<file path="src/rtl/hpdcache_cmo_range_seq_if.sv">
// Bundle of the range-CMO request/response, source ID and dcache request signals.
// slave = the sequencer side, master = the core adapter / dcache environment side.
interface hpdcache_cmo_range_seq_if #(
  parameter int ADDR_W = 56,
  parameter int CNT_W  = 16,
  parameter int TID_W  = 6,
  parameter int SID_W  = 3
);
  logic [SID_W-1:0]  sid_i;

  logic              req_valid_i;
  logic              req_ready_o;
  logic [ADDR_W-1:0] req_addr_i;
  logic [CNT_W-1:0]  req_nlines_i;
  logic [1:0]        req_op_i;
  logic [TID_W-1:0]  req_tid_i;

  logic              resp_valid_o;
  logic [TID_W-1:0]  resp_tid_o;
  logic [CNT_W-1:0]  resp_issued_o;
  logic              resp_err_o;

  logic              dcache_req_valid_o;
  logic              dcache_req_ready_i;
  logic [ADDR_W-1:0] dcache_req_addr_o;
  logic [2:0]        dcache_req_size_o;
  logic [TID_W-1:0]  dcache_req_tid_o;
  logic [SID_W-1:0]  dcache_req_sid_o;

  modport slave (
    input  sid_i,
    input  req_valid_i, req_addr_i, req_nlines_i, req_op_i, req_tid_i,
    output req_ready_o,
    output resp_valid_o, resp_tid_o, resp_issued_o, resp_err_o,
    output dcache_req_valid_o, dcache_req_addr_o, dcache_req_size_o,
    output dcache_req_tid_o, dcache_req_sid_o,
    input  dcache_req_ready_i
  );

  modport master (
    output sid_i,
    output req_valid_i, req_addr_i, req_nlines_i, req_op_i, req_tid_i,
    input  req_ready_o,
    input  resp_valid_o, resp_tid_o, resp_issued_o, resp_err_o,
    input  dcache_req_valid_o, dcache_req_addr_o, dcache_req_size_o,
    input  dcache_req_tid_o, dcache_req_sid_o,
    output dcache_req_ready_i
  );
endinterface

</file>
<file path="src/rtl/hpdcache_cmo_range_seq.sv">
// Expands one range CMO into per-line dcache CMO requests; first request 1 cycle after accept, completion N+1 cycles after accept.
// Stalls on dcache_req_ready_i, completion pulse has no backpressure. Option: HPDCACHE_CMO_SEQ_INVAL_ALL_SHORTCUT_EN.
module hpdcache_cmo_range_seq #(
  parameter int ADDR_W       = 56,
  parameter int LINE_W       = 6,
  parameter int CNT_W        = 16,
  parameter int TID_W        = 6,
  parameter int SID_W        = 3,
  parameter int SHORTCUT_THR = 64
) (
  input  logic                      clk_i,
  input  logic                      rst_ni,
  hpdcache_cmo_range_seq_if.slave   io
);

  localparam logic [1:0] ST_IDLE  = 2'd0;
  localparam logic [1:0] ST_ISSUE = 2'd1;
  localparam logic [1:0] ST_ACK   = 2'd2;

  localparam logic [2:0] HPDCACHE_REQ_CMO_PREFETCH    = 3'h1;
  localparam logic [2:0] HPDCACHE_REQ_CMO_INVAL_NLINE = 3'h2;
  localparam logic [2:0] HPDCACHE_REQ_CMO_INVAL_ALL   = 3'h4;

  localparam logic [1:0] OP_INVAL    = 2'b00;
  localparam logic [1:0] OP_PREFETCH = 2'b01;

`ifdef HPDCACHE_CMO_SEQ_INVAL_ALL_SHORTCUT_EN
  localparam bit SHORTCUT_EN = 1'b1;
`else
  localparam bit SHORTCUT_EN = 1'b0;
`endif

  localparam logic [ADDR_W-1:0] LINE_INC = ADDR_W'(1) << LINE_W;

  logic [1:0]        state_q, state_d;
  logic [ADDR_W-1:0] cur_addr_q, cur_addr_d;
  logic [CNT_W-1:0]  remaining_q, remaining_d;
  logic [CNT_W-1:0]  issued_q, issued_d;
  logic [TID_W-1:0]  tid_q, tid_d;
  logic [2:0]        size_q, size_d;
  logic              err_q, err_d;

  logic accept;
  logic op_reserved;
  logic above_thr;
  logic shortcut;
  logic line_hs;

  assign accept      = io.req_valid_i && (state_q == ST_IDLE);
  assign op_reserved = io.req_op_i[1];
  assign above_thr   = io.req_nlines_i > CNT_W'(SHORTCUT_THR);
  // A large invalidate collapses into a single whole-cache invalidate.
  assign shortcut    = SHORTCUT_EN && (io.req_op_i == OP_INVAL) && above_thr;
  assign line_hs     = (state_q == ST_ISSUE) && io.dcache_req_ready_i;

  always_comb begin
    state_d     = state_q;
    cur_addr_d  = cur_addr_q;
    remaining_d = remaining_q;
    issued_d    = issued_q;
    tid_d       = tid_q;
    size_d      = size_q;
    err_d       = err_q;

    case (state_q)
      ST_IDLE: begin
        if (accept) begin
          tid_d    = io.req_tid_i;
          issued_d = '0;
          err_d    = op_reserved;
          if (shortcut) begin
            cur_addr_d  = '0;
            remaining_d = CNT_W'(1);
            size_d      = HPDCACHE_REQ_CMO_INVAL_ALL;
          end else begin
            cur_addr_d  = {io.req_addr_i[ADDR_W-1:LINE_W], {LINE_W{1'b0}}};
            remaining_d = io.req_nlines_i;
            size_d      = (io.req_op_i == OP_PREFETCH) ? HPDCACHE_REQ_CMO_PREFETCH
                                                       : HPDCACHE_REQ_CMO_INVAL_NLINE;
          end
          if (op_reserved || (io.req_nlines_i == '0)) begin
            state_d = ST_ACK;
          end else begin
            state_d = ST_ISSUE;
          end
        end
      end

      ST_ISSUE: begin
        if (line_hs) begin
          // Address wraps silently at the top of the physical space.
          cur_addr_d  = cur_addr_q + LINE_INC;
          remaining_d = remaining_q - CNT_W'(1);
          issued_d    = issued_q + CNT_W'(1);
          if (remaining_q == CNT_W'(1)) begin
            state_d = ST_ACK;
          end
        end
      end

      ST_ACK: begin
        state_d = ST_IDLE;
      end

      default: begin
        state_d = ST_IDLE;
      end
    endcase
  end

  always_ff @(posedge clk_i or negedge rst_ni) begin
    if (!rst_ni) begin
      state_q     <= ST_IDLE;
      cur_addr_q  <= '0;
      remaining_q <= '0;
      issued_q    <= '0;
      tid_q       <= '0;
      size_q      <= '0;
      err_q       <= 1'b0;
    end else begin
      state_q     <= state_d;
      cur_addr_q  <= cur_addr_d;
      remaining_q <= remaining_d;
      issued_q    <= issued_d;
      tid_q       <= tid_d;
      size_q      <= size_d;
      err_q       <= err_d;
    end
  end

  assign io.req_ready_o = (state_q == ST_IDLE);

  assign io.resp_valid_o  = (state_q == ST_ACK);
  assign io.resp_tid_o    = tid_q;
  assign io.resp_issued_o = issued_q;
  assign io.resp_err_o    = (state_q == ST_ACK) && err_q;

  assign io.dcache_req_valid_o = (state_q == ST_ISSUE);
  assign io.dcache_req_addr_o  = cur_addr_q;
  assign io.dcache_req_size_o  = size_q;
  assign io.dcache_req_tid_o   = tid_q;
  assign io.dcache_req_sid_o   = io.sid_i;

endmodule

</file>
<file path="src/flat_wrapper.sv">
// flat-port wrapper written by rule: the top's interface ports become plain ports
module hpdcache_cmo_range_seq_flat 
#(
  parameter int ADDR_W       = 56,
  parameter int LINE_W       = 6,
  parameter int CNT_W        = 16,
  parameter int TID_W        = 6,
  parameter int SID_W        = 3,
  parameter int SHORTCUT_THR = 64
)
  (clk_i, rst_ni, io_sid_i, io_req_valid_i, io_req_addr_i, io_req_nlines_i, io_req_op_i, io_req_tid_i, io_req_ready_o, io_resp_valid_o, io_resp_tid_o, io_resp_issued_o, io_resp_err_o, io_dcache_req_valid_o, io_dcache_req_addr_o, io_dcache_req_size_o, io_dcache_req_tid_o, io_dcache_req_sid_o, io_dcache_req_ready_i);
  hpdcache_cmo_range_seq_if #(.ADDR_W(ADDR_W), .CNT_W(CNT_W), .TID_W(TID_W), .SID_W(SID_W)) io_i ();
  input  logic clk_i;
  input  logic rst_ni;
  input wire logic [$bits(io_i.sid_i)-1:0] io_sid_i;
  input wire logic [$bits(io_i.req_valid_i)-1:0] io_req_valid_i;
  input wire logic [$bits(io_i.req_addr_i)-1:0] io_req_addr_i;
  input wire logic [$bits(io_i.req_nlines_i)-1:0] io_req_nlines_i;
  input wire logic [$bits(io_i.req_op_i)-1:0] io_req_op_i;
  input wire logic [$bits(io_i.req_tid_i)-1:0] io_req_tid_i;
  output wire logic [$bits(io_i.req_ready_o)-1:0] io_req_ready_o;
  output wire logic [$bits(io_i.resp_valid_o)-1:0] io_resp_valid_o;
  output wire logic [$bits(io_i.resp_tid_o)-1:0] io_resp_tid_o;
  output wire logic [$bits(io_i.resp_issued_o)-1:0] io_resp_issued_o;
  output wire logic [$bits(io_i.resp_err_o)-1:0] io_resp_err_o;
  output wire logic [$bits(io_i.dcache_req_valid_o)-1:0] io_dcache_req_valid_o;
  output wire logic [$bits(io_i.dcache_req_addr_o)-1:0] io_dcache_req_addr_o;
  output wire logic [$bits(io_i.dcache_req_size_o)-1:0] io_dcache_req_size_o;
  output wire logic [$bits(io_i.dcache_req_tid_o)-1:0] io_dcache_req_tid_o;
  output wire logic [$bits(io_i.dcache_req_sid_o)-1:0] io_dcache_req_sid_o;
  input wire logic [$bits(io_i.dcache_req_ready_i)-1:0] io_dcache_req_ready_i;
  assign io_i.sid_i = io_sid_i;
  assign io_i.req_valid_i = io_req_valid_i;
  assign io_i.req_addr_i = io_req_addr_i;
  assign io_i.req_nlines_i = io_req_nlines_i;
  assign io_i.req_op_i = io_req_op_i;
  assign io_i.req_tid_i = io_req_tid_i;
  assign io_req_ready_o = io_i.req_ready_o;
  assign io_resp_valid_o = io_i.resp_valid_o;
  assign io_resp_tid_o = io_i.resp_tid_o;
  assign io_resp_issued_o = io_i.resp_issued_o;
  assign io_resp_err_o = io_i.resp_err_o;
  assign io_dcache_req_valid_o = io_i.dcache_req_valid_o;
  assign io_dcache_req_addr_o = io_i.dcache_req_addr_o;
  assign io_dcache_req_size_o = io_i.dcache_req_size_o;
  assign io_dcache_req_tid_o = io_i.dcache_req_tid_o;
  assign io_dcache_req_sid_o = io_i.dcache_req_sid_o;
  assign io_i.dcache_req_ready_i = io_dcache_req_ready_i;
  hpdcache_cmo_range_seq #(.ADDR_W(ADDR_W), .LINE_W(LINE_W), .CNT_W(CNT_W), .TID_W(TID_W), .SID_W(SID_W), .SHORTCUT_THR(SHORTCUT_THR)) u_core (.clk_i(clk_i), .rst_ni(rst_ni), .io(io_i));
endmodule
</file>
<file path="config.mk">
export PLATFORM = sky130hd
export DESIGN_NAME = hpdcache_cmo_range_seq_flat
export DESIGN_NICKNAME = d
export VERILOG_FILES = /design/src/rtl/hpdcache_cmo_range_seq_if.sv /design/src/rtl/hpdcache_cmo_range_seq.sv /design/src/flat_wrapper.sv
export SDC_FILE = /design/constraint.sdc
export NUM_CORES = 1
export LEC_CHECK = 0
export BUFFER_PORTS_ARGS = -buffer_cell sky130_fd_sc_hd__buf_2
export CAP_MARGIN = 20
export CORE_AREA = 3 3 155 82
export DETAILED_ROUTE_END_ITERATION = 7
export DIE_AREA = 0 0 158 85
export GPL_TIMING_DRIVEN = 0
export PLACE_DENSITY_LB_ADDON = 0.15
export SLEW_MARGIN = 40
export SYNTH_ARGS = -nofsm -noshare
export SYNTH_HDL_FRONTEND = slang
export SYNTH_SLANG_ARGS = --single-unit
</file>
<file path="constraint.sdc">
create_clock -name clk_i -period 2.2 [get_ports clk_i]
set_input_delay 0.11 -clock clk_i [delete_from_list [all_inputs] [get_ports clk_i]]
set_output_delay 0.11 -clock clk_i [all_outputs]
set_load 0.005 [all_outputs]
</file>
**Word level (Yosys, flattened, before mapping)**

Index checks and enable logic that the tools add are counted.

- Register bits: 100
- Bits in latches: 0
- Memory bits (writable): 0
- Bits in read-only memories: 0
- Input port bits: 87
- Output and inout bits: 94
- Word-level logic and storage cells: 42
- Memories kept: 0

- Add/subtract/negate cells: 3
- $mul: 0
- Div/mod/pow operators: 0
- Magnitude comparators: 0
- Eq/ne operators: 7
- Shift operators: 0
- Muxes and demuxes: 15
- Bitwise gates (word level): 0
- Reductions and logical operators: 10

Operators with widths:

| operator | count |
|---|---|
| 56-bit two-way mux | 2 |
| 56-bit one-hot mux with 2 select lines | 1 |
| 16-bit two-way mux | 4 |
| 16-bit one-hot mux with 2 select lines | 2 |
| 56-bit by 7-bit adder with 56-bit output, second input constant | 1 |
| 16-bit by 1-bit adder with 16-bit output, second input constant | 1 |
| 16-bit by 1-bit == test with 1-bit output, second input constant | 1 |
| 16-bit zero test | 1 |
| 16-bit by 1-bit subtractor with 16-bit output, second input constant | 1 |
| 2-bit two-way mux | 5 |
| 2-bit by 1-bit inequality test with 1-bit output, second input constant | 3 |
| 3-bit AND reduction | 2 |
| 2-bit by 1-bit == test with 1-bit output, second input constant | 2 |
| 2-bit one-hot mux with 2 select lines | 1 |
| 1-bit logical AND | 3 |
| 2-bit == test, second input constant | 1 |
| 2-bit zero test | 1 |
| 2-bit AND reduction | 1 |
| 2-bit nonzero test | 1 |
| 1-bit logical OR | 1 |

**Depth between registers and ports, before layout**

Gate-level depths: netlist (run 1).

- Depth after elaboration: 5
- Gate-level depth with buffers: 9
- Depth with buffers taken out: 7

**Worst setup path after synthesis (run 1)**

Ideal clock, no wire load.

- Path kind: register to register
- Start: register u_core.cur_addr_q[9], in the netlist u_core.io.dcache_req_addr_o[9]
- End: register u_core.cur_addr_q[29], in the netlist u_core.io.dcache_req_addr_o[29]
- Setup time: 0.133 ns
- Arrival time: 1.917 ns
- Required time: 2.067 ns
- Path slack: 0.150 ns
- Stages on the path, launching flop included: 7
- Path buffers: 1
- Clock period less this slack: 2.050 ns
- Cells stage by stage: dfrtp_1 -> nand3_2 -> or4_1 -> clkbuf_2 -> or3_4 -> o32ai_2 -> a21oi_2

- Word-level cells in the longest chain between the ends: 3

RTL lines:

| what | RTL line | text |
|---|---|---|
| start, declared | hpdcache_cmo_range_seq.sv:36 | `logic [ADDR_W-1:0] cur_addr_q, cur_addr_d;` |
| start signal, assigned | hpdcache_cmo_range_seq.sv:122 | `cur_addr_q <= cur_addr_d;` |
| 56-bit by 7-bit adder with 56-bit output | hpdcache_cmo_range_seq.sv:92 | `cur_addr_d = cur_addr_q + LINE_INC;` |
| 56-bit two-way mux | hpdcache_cmo_range_seq.sv:90 | `if (line_hs) begin` |
| 56-bit one-hot mux with 2 select lines | hpdcache_cmo_range_seq.sv:65 | `case (state_q)` |

Every way passes these cells. The select of a mux whose other input is x is not followed.
A chain may end at the register's enable or synchronous reset.

**Final worst setup path (run 1)**

- Start: register u_core.cur_addr_q[26], in the netlist u_core.io.dcache_req_addr_o[26]
- End: register u_core.cur_addr_q[32], in the netlist u_core.io.dcache_req_addr_o[32]

Same word-level chain as after synthesis.

==> flow_summary.yaml, run 1 <==
sta:
  fin_crit_ns: 2.272
  finalSetupViolations: 4
  fin_skew_ns: 0.007159
  finalHoldViolCount: 0
  worst_pin_slew_ns: 0.7933
  max_freq_mhz: 440.1
  setup_ws_ns: -0.07242
  rsz0062_at_grt: "yes"
  hold_ws_ns: 0.01508
  slew_viol_final: 0
  tns_ns: -0.1592
  min_period_over_period_pct: 103.3
  max-slew-margin-rel_pct: 47.11
synthesis:
  synth_seq_cells: 93
  synth-xor-area-share_pct: 1.945
  synth_compound_area_share_pct: 21.05
  ys_warn_count: 0
  synth.cell_area_um2: 5404
  synth-edff-count: 0
  muxShareOfSynthArea_pct: 0.5557
  synthCells: 657
  async_flop_share_pct: 100.0
  yosys_most_used_dff: "dfrtp_1"
  syn_avg_cell_area_um2: 8.225
  synth-simple-area-share_pct: 26.53
  synthAdderAreaFrac_pct: 0.9261
  synth_top_family_by_area: "simple AND/OR/NAND/NOR gates"
  ys_seq_area_share_pct: 43.07
  synth.distinct_cells: 63
pwr:
  ir_worst_vdd_v: 0.0005788
  clkPwrFrac_pct: 18.4
  pwr-share-comb_pct: 47.9
  leakage_nw: 3.376
  p_int_mw: 5.442
  swShare_pct: 45.46
  pwr-share-seq_pct: 33.7
  p_sw_mw: 4.537
  power.density_nw_per_um2: 1335
clocking:
  clkSinkCount: 93
  cts_made_buffers: 9
  clock_latency_ns: 0.34
  htreeDepth: 3
  clk_path_buf_depth: 2
  cts_tree: "done"
  clk_pin_slew_ns: 0.07
  cts_root_buffer: "clkbuf_16"
cells_and_area:
  area_growth_pct: 38.37
  finalNetCount: 964
  final_common_cell: "buf_2"
  fin_area_um2: 7477
  diodes: 0
  final_cell_mix: "169 x buf_2, 81 x dfrtp_1, 75 x nor2_1"
  final.fill_count: 1023
  drive_above_1_share_pct: 35.88
drt:
  drt-initial-drc-count: 701
  routed_via_density: 6.176
  dr.pass1.iters: 6
  via_count: 6349
  ant_nets: 0
  wirelength_um: 22080
  drc: 0
  wl_per_cell_um: 21.47
run_status:
  status: "complete, but fails checks"
  violations: "setup timing"
floorplan:
  io_pins: 181
  core_um2: 11530
  die_area_um2: 13430
  start_util_pct: 46.88
  die_h_um: 85
  die_w_um: 158
  rows: 28
global_routing:
  first_global_vias: 5810
  grt_first_pass_wirelength_um: 33050
  grt.total_usage_pct: 31.98
  antenna_found_initial: 0
  grt_remaining_overflow: 0
  grt_start_max_net_pins: 63
setup_path:
  start_kind: "flip-flop"
  cp_cell_sequence: "nand4_1, nor4_4, nand4_1, buf_6, buf_12, buf_6, a211o_1, a21oi_2"
  reg2reg_depth: 8
  required_ns: 2.47
  crit_fanout: 7
  r2r-end: "u_core.io.dcache_req_addr_o[32]$_DFFE_PN0P_"
  rrSetupSlack_ns: -0.07
  r2r-start: "u_core.io.dcache_req_addr_o[26]$_DFFE_PN0P_"
  crit_family: "simple AND/OR/NAND/NOR gates"
  worstSetupEndpointType: "flip-flop"
  slowest_stage: "nor4_4"
  cp.arrival_ns: 2.54
  worstSetupPathType: "reg2reg"
  cp_num_buf_inv: 3
  critPathMaxStageDelay_ns: 0.46
min_path:
  hold_end: "u_core.io.dcache_req_addr_o[7]$_DFFE_PN0P_"
  min_from: "io_req_addr_i[7]"
  hold_path.class: "in2reg"
  holdPathStages: 3
place:
  pre_cts_ws_ns: -0.5930
  postPlaceCellArea_um2: 6472
  port-buffer-count: 164
  dp_hpwl_um: 15570
  gp_congestion: 0.9383
run:
  cap_violations: 0
==> power groups by stage <==
| stage | registers [mW] | logic (mW) | clock network, mW |
|---|---|---|---|
| floorplan | 3.12 | 2.42 | 0 |
| global placement | 3.23 | 4.05 | 0 |
| detailed placement | 3.27 | 4.15 | 0 |
| CTS | 3.26 | 4.36 | 1.83 |
| global route | 3.45 | 5.19 | 1.90 |
| finish | 3.37 | 4.78 | 1.83 |
==> layout make-up <==
class                   instances  area, um2  share of cell area (%)
repair buffers                204       1211                   16.20
plain buffers                  50      311.5                   4.167
inverters                      11      42.54                  0.5689
multi-input cells             504       3040                   40.66
well taps                     150      187.7                   2.510
clock inverters                 4      95.09                   1.272
clock buffers                  12      246.5                   3.297
flip-flops and latches         93       2342                   31.33
==> registers in the layout, indices dropped and copies added, names as in the netlist <==
register and cells:
u_core.state_q 2, u_core.remaining_q 16, u_core.io.dcache_req_size_o 2, u_core.err_q 1, u_core.io.dcache_req_addr_o 50, u_core.io.resp_issued_o 16
u_core.io.dcache_req_tid_o 6
==> metrics by stage <==
stage | util (%) | power, mW | std cells
after floorplan | - | 5.534 | 663
after global placement | 55.83 | 7.277 | 977
after detailed placement | 56.16 | 7.416 | 978
after CTS | 61.35 | 9.453 | 1007
after global routing | 64.87 | 10.55 | 1028
final | 64.87 | 9.979 | 1028
==> logic make-up after synthesis <==
group / count (synthesis)
muxes: 3
other: 1
xor gates and xnor gates: 12
AOI/OAI and AO/OA: 184
DFF: 93
buffers and inverters: 66
adders and majority gates: 4
and+or+nand+nor: 294
==> tightest hold or removal path, cell delays in order <==
cell and delay, ns:
buf_2 0.10, nand2_1 0.04, a31oi_1 0.07
==> metal layers <==
metal	track usage (%)	share of wire (%)
met1	48.28	43
met2	43.52	40
met3	11.97	15
met4	6.948	1.9
met5	0	0
==> worst max-delay path by stage <==
stage | from | to | slack, ns | cells past startpoint
6_report | u_core.io.dcache_req_addr_o[26]$_DFFE_PN0P_ | u_core.io.dcache_req_addr_o[32]$_DFFE_PN0P_ | -0.07 | 8
2_1_floorplan | u_core.io.dcache_req_addr_o[9]$_DFFE_PN0P_ | u_core.io.dcache_req_addr_o[29]$_DFFE_PN0P_ | 0.15 | 6
4_1_cts | u_core.state_q[0]$_DFFE_PN0P_ | u_core.io.dcache_req_addr_o[47]$_DFFE_PN0P_ | -0.02 | 6
3_5_place_dp | u_core.state_q[0]$_DFFE_PN0P_ | u_core.io.dcache_req_addr_o[45]$_DFFE_PN0P_ | -0.59 | 9
3_3_place_gp | u_core.state_q[0]$_DFFE_PN0P_ | u_core.io.dcache_req_addr_o[45]$_DFFE_PN0P_ | -0.52 | 9
5_1_grt | u_core.io.dcache_req_addr_o[26]$_DFFE_PN0P_ | u_core.io.dcache_req_addr_o[55]$_DFFE_PN0P_ | -0.17 | 8
==> repair_timing <==
item                                   CTS  global route
pin swaps                                4            22
setup endpoints to repair               90            89
hold buffers                             8             0
endpoints found under the hold margin  100             0
gates resized for setup                 38            76
buffers inserted                         8            23
==> synth_stat cells, types with 5 or more instances <==
master	n	area (um2)
a211oi_1	6	45.04
a21oi_1	69	345.3
a311oi_1	7	61.31
a31oi_1	5	31.28
and3_1	14	87.58
buf_2	6	30.03
buf_4	16	120.1
clkbuf_1	30	112.6
dfrtp_1	93	2327
inv_1	10	37.54
nand2_1	74	277.8
nand3_1	32	160.2
nand4_1	20	125.1
nor2_1	81	304.0
nor3_1	28	140.1
nor4_1	11	68.82
o21ai_0	40	200.2
o22ai_1	14	87.58
o31ai_1	5	37.54
o32ai_1	8	70.07
or2_2	5	31.28
xor2_1	9	78.83
No activity file was read; power rests on OpenSTA's default activity.
==> inputs of run 2 (changes only) <==
CORE_AREA = 3 3 159 84   (was 3 3 155 82)
DIE_AREA = 0 0 162 87   (was 0 0 158 85)
SETUP_SLACK_MARGIN = 0.3   (was default)
==> flow_summary.yaml, run 2 (synthesis results as in run 1) <==
run:
  cap_violations: 0
clocking:
  clk_path_buf_depth: 2
  cts_root_buffer: "clkbuf_16"
  cts_made_buffers: 9
  clkSinkCount: 93
  htreeDepth: 3
  clock_latency_ns: 0.35
  cts_tree: "done"
  clk_pin_slew_ns: 0.07
drt:
  dr.pass1.iters: 7
  drt-initial-drc-count: 737
  drc: 0
  wl_per_cell_um: 20.52
  ant_nets: 0
  via_count: 6633
  wirelength_um: 22470
  routed_via_density: 6.058
cells_and_area:
  diodes: 0
  largest_reg_flops: 50
  finalNetCount: 1016
  final_common_cell: "buf_2"
  final.fill_count: 977
  drive_above_1_share_pct: 46.67
  fin_area_um2: 8387
  final_util_pct: 70.83
  area_growth_pct: 55.20
  final_cell_mix: "164 x buf_2, 79 x buf_4, 72 x dfrtp_1"
sta:
  max-slew-margin-rel_pct: 41.36
  min_period_over_period_pct: 95.42
  fin_skew_ns: 0.01007
  finalHoldViolCount: 0
  fin_crit_ns: 2.099
  slew_viol_final: 0
  rsz0062_at_grt: "yes"
  finalSetupViolations: 0
  worst_pin_slew_ns: 0.8797
  hold_ws_ns: 0.003389
  max_freq_mhz: 476.4
place:
  dp_hpwl_um: 14050
  port-buffer-count: 164
  gp_congestion: 0.9255
  postPlaceCellArea_um2: 6524
setup_path:
  cp_num_buf_inv: 0
  slowest_stage: "or2_2"
  crit_fanout: 7
  start_kind: "flip-flop"
  required_ns: 2.42
  crit_start: "u_core.io.dcache_req_addr_o[44]$_DFFE_PN0P_"
  cp_cell_sequence: "and3_1, nand2_1, or2_2, or4_4, o21ai_2, a21oi_1"
  cp.arrival_ns: 2.32
  crit_family: "simple AND/OR/NAND/NOR gates"
  worstSetupPathType: "reg2reg"
  worstSetupEndpointType: "flip-flop"
  critPathMaxStageDelay_ns: 0.46
  r2r-start: "u_core.io.dcache_req_addr_o[44]$_DFFE_PN0P_"
pwr:
  p_int_mw: 6.124
  p_sw_mw: 4.999
  pwr-share-seq_pct: 29.1
  leakage_nw: 3.745
  power_mw: 11.12
  pwr-share-comb_pct: 55.5
  clkPwrFrac_pct: 15.4
  swShare_pct: 44.94
  power.density_nw_per_um2: 1326
  ir_worst_vdd_v: 0.0006257
global_routing:
  first_global_vias: 6354
  grt_first_pass_wirelength_um: 33340
  grt_start_max_net_pins: 55
  grt_remaining_overflow: 0
  antenna_found_initial: 0
  grt.total_usage_pct: 30.33
floorplan:
  core_um2: 11840
  die_w_um: 162
  die_area_um2: 14090
  die_h_um: 87
  io_pins: 181
  rows: 28
  start_util_pct: 45.64
min_path:
  hold_path.class: "in2reg"
  min_from: "io_req_addr_i[25]"
run_status:
  status: "completed"
==> run 2: cell count changes in the layout (fill, tap and decap cells not counted), sizes merged <==
cell / change
buf: +49
bufinv: -2
clkbuf: +3
clkinv: -1
clkinvlp: +2
inv: +1
==> run 2: metrics by stage <==
step	setup slack, ns	setup TNS (ns)	std cells
floorplan	0.2008	0	663
global placement	-0.3118	-17.87	992
detailed placement	-0.3597	-16.57	993
CTS	0.2162	0	1074
global route	0.002165	0	1095
finish	0.1008	0	1095
==> run 2: layer usage <==
metal	track usage (%)	up-vias	part of all wire [%]
li1	-	2936	-
met1	39.53	3182	40
met2	49.83	436	46
met3	6.838	79	11
met4	11.84	0	3.2
met5	0	-	0
==> run 2: power by group through the flow <==
stage	sequential, mW	clock [mW]	combinational, mW
floorplan	3.12	0	2.45
global placement	3.22	0	4.06
detailed placement	3.24	0	4.13
CTS	3.16	1.71	5.33
global route	3.32	1.78	6.60
finish	3.24	1.71	6.17
==> run 2: worst reg2reg max path, cell delays in order (launching register included) <==
cell	delay (ns)
dfrtp_2	0.42
and3_1	0.25
nand2_1	0.27
or2_2	0.46
or4_4	0.44
o21ai_2	0.07
a21oi_1	0.05
==> run 2: area by class of cell <==
type / count / area (um2) / area share [%]
multi-input cells: 504 / 3386 / 40.37
clock buffers: 12 / 266.5 / 3.178
inverters: 11 / 46.29 / 0.5520
clock inverters: 4 / 53.80 / 0.6415
flip-flops and latches: 93 / 2354 / 28.06
plain buffers: 55 / 444.2 / 5.296
repair buffers: 251 / 1630 / 19.44
well taps: 165 / 206.4 / 2.462
==> run 2: path summary, 6_finish.rpt <==
path / depth (start not counted) / endpoint / slack (ns)
max reg2reg: 6 / u_core.io.dcache_req_addr_o[54]$_DFFE_PN0P_ / 0.10
min: 2 / u_core.io.dcache_req_addr_o[25]$_DFFE_PN0P_ / 0.003
min reg2reg: 2 / u_core.err_q$_DFFE_PN0P_ / 0.47
min in group asynchronous: 2 / u_core.io.resp_issued_o[8]$_DFFE_PN0P_ / 0.25
max in group asynchronous: 3 / u_core.io.dcache_req_addr_o[22]$_DFFE_PN0P_ / 1.33
max: 6 / u_core.io.dcache_req_addr_o[54]$_DFFE_PN0P_ / 0.10
==> run 2: what timing repair did <==
| action | in CTS | in global routing |
|---|---|---|
| endpoints found under the hold margin | 46 | 0 |
| pin swaps | 23 | 71 |
| resized for setup | 109 | 134 |
| cloned | 1 | 0 |
| endpoints found under the setup margin | 94 | 69 |
| buffers inserted | 56 | 21 |
| hold buffers | 8 | 0 |
==> inputs of run 3 (changes only) <==
RECOVER_POWER = 50   (was default)
==> flow_summary.yaml, run 3 (synthesis results as in run 1) <==
clocking:
  cts_root_buffer: "clkbuf_16"
  clk_pin_slew_ns: 0.07
  clkSinkCount: 93
  cts_made_buffers: 9
  cts_tree: "done"
  clk_path_buf_depth: 2
  clock_latency_ns: 0.35
  htreeDepth: 3
drt:
  ant_nets: 0
  drt-initial-drc-count: 740
  wirelength_um: 22440
  dr.pass1.iters: 5
  drc: 0
  routed_via_density: 6.092
  wl_per_cell_um: 20.50
  via_count: 6671
floorplan:
  io_pins: 181
  core_um2: 11840
  start_util_pct: 45.64
  die_h_um: 87
  die_w_um: 162
  die_area_um2: 14090
  rows: 28
sta:
  max-slew-margin-rel_pct: 27.57
  rsz0062_at_grt: "yes"
  fin_crit_ns: 2.093
  worst_pin_slew_ns: 1.086
  finalHoldViolCount: 0
  min_period_over_period_pct: 95.14
  max_freq_mhz: 477.7
  slew_viol_final: 0
  fin_skew_ns: 0.008644
  finalSetupViolations: 0
pwr:
  p_sw_mw: 4.978
  pwr-share-seq_pct: 29.3
  swShare_pct: 44.93
  ir_worst_vdd_v: 0.0006259
  p_int_mw: 6.101
  clkPwrFrac_pct: 15.3
  leakage_nw: 3.709
  pwr-share-comb_pct: 55.4
  power.density_nw_per_um2: 1325
global_routing:
  grt.total_usage_pct: 30.33
  grt_first_pass_wirelength_um: 33340
  grt_start_max_net_pins: 55
  grt_remaining_overflow: 0
  antenna_found_initial: 0
  first_global_vias: 6354
place:
  gp_congestion: 0.9255
  port-buffer-count: 164
  dp_hpwl_um: 14050
  postPlaceCellArea_um2: 6524
run:
  cap_violations: 0
setup_path:
  r2r-start: "u_core.io.dcache_req_addr_o[44]$_DFFE_PN0P_"
  crit_fanout: 7
  worstSetupPathType: "reg2reg"
  crit_start: "u_core.io.dcache_req_addr_o[44]$_DFFE_PN0P_"
  start_kind: "flip-flop"
  required_ns: 2.42
  rrSetupSlack_ns: 0.11
  worstSetupEndpointType: "flip-flop"
  cp.arrival_ns: 2.31
cells_and_area:
  area_growth_pct: 54.76
  finalNetCount: 1016
  diodes: 0
  final.fill_count: 982
  final_util_pct: 70.63
  fin_area_um2: 8363
  final_cell_mix: "153 x buf_2, 76 x buf_4, 72 x dfrtp_1"
  drive_above_1_share_pct: 45.48
  largest_reg_flops: 50
  final_common_cell: "buf_2"
min_path:
  hold_path.class: "in2reg"
  min_from: "io_req_addr_i[25]"
run_status:
  status: "completed"
## run 3: routing by layer
layer | vias up | routed length (um) | share of wire (%) | global-route usage (%)
met2 | 462 | 10170 | 45 | 49.83
met3 | 97 | 2447 | 11 | 6.838
li1 | 2944 | - | - | -
met5 | - | 0 | 0 | 0
met1 | 3168 | 9013 | 40 | 39.53
met4 | 0 | 809 | 3.6 | 11.84
## run 3: repair_timing
item | in CTS | in global routing
endpoints found under the setup margin | 94 | 69
hold endpoints to repair | 46 | 0
buffers inserted | 56 | 21
hold buffers | 8 | 0
cloned | 1 | 0
gates resized for setup | 109 | 134
pin swaps | 23 | 71
## run 3: critical path, cell delays in order, from the launching register on
cell and delay, ns:
dfrtp_2 0.42, and3_1 0.25, nand2_1 0.26, or2_2 0.46, or4_4 0.44, o21ai_2 0.07, a21oi_1 0.05
## run 3: cell type report
cell class / instances / area, um2 / share of cell area (%)
Buffer: 55 / 444.2 / 5.311
Clock buffer: 12 / 266.5 / 3.187
Clock inverter: 4 / 53.80 / 0.6433
Inverter: 11 / 46.29 / 0.5536
Multi-Input combinational cell: 504 / 3386 / 40.48
Sequential cell: 93 / 2354 / 28.14
Tap cell: 165 / 206.4 / 2.469
Timing Repair Buffer: 251 / 1607 / 19.21
## run 3: worst paths after layout
check / to / depth (start not counted)
max in group asynchronous: u_core.io.dcache_req_addr_o[22]$_DFFE_PN0P_ / 3
setup / recovery: u_core.io.dcache_req_addr_o[54]$_DFFE_PN0P_ / 6
min in group asynchronous: u_core.io.resp_issued_o[8]$_DFFE_PN0P_ / 2
hold / removal: u_core.io.dcache_req_addr_o[25]$_DFFE_PN0P_ / 2
hold reg to reg: u_core.err_q$_DFFE_PN0P_ / 2
setup reg to reg: u_core.io.dcache_req_addr_o[54]$_DFFE_PN0P_ / 6
## run 3: power by group through the flow
stage,clock network [mW],registers (mW),logic (mW)
floorplan,0,3.12,2.45
global placement,0,3.22,4.06
detailed placement,0,3.24,4.13
CTS,1.71,3.16,5.33
global route,1.78,3.32,6.58
finish,1.70,3.24,6.14
## run 3: per-stage QoR
stage	setup slack [ns]	total power [mW]	hold slack [ns]	setup TNS (ns)	cells
floorplan	0.2008	5.569	-0.1856	0	663
global placement	-0.3118	7.277	0.3027	-17.87	992
detailed placement	-0.3597	7.373	0.01752	-16.57	993
CTS	0.2162	10.20	0.005941	0	1074
global route	0.002165	11.68	0.01025	0	1095
finish	0.1068	11.08	0.008803	0	1095
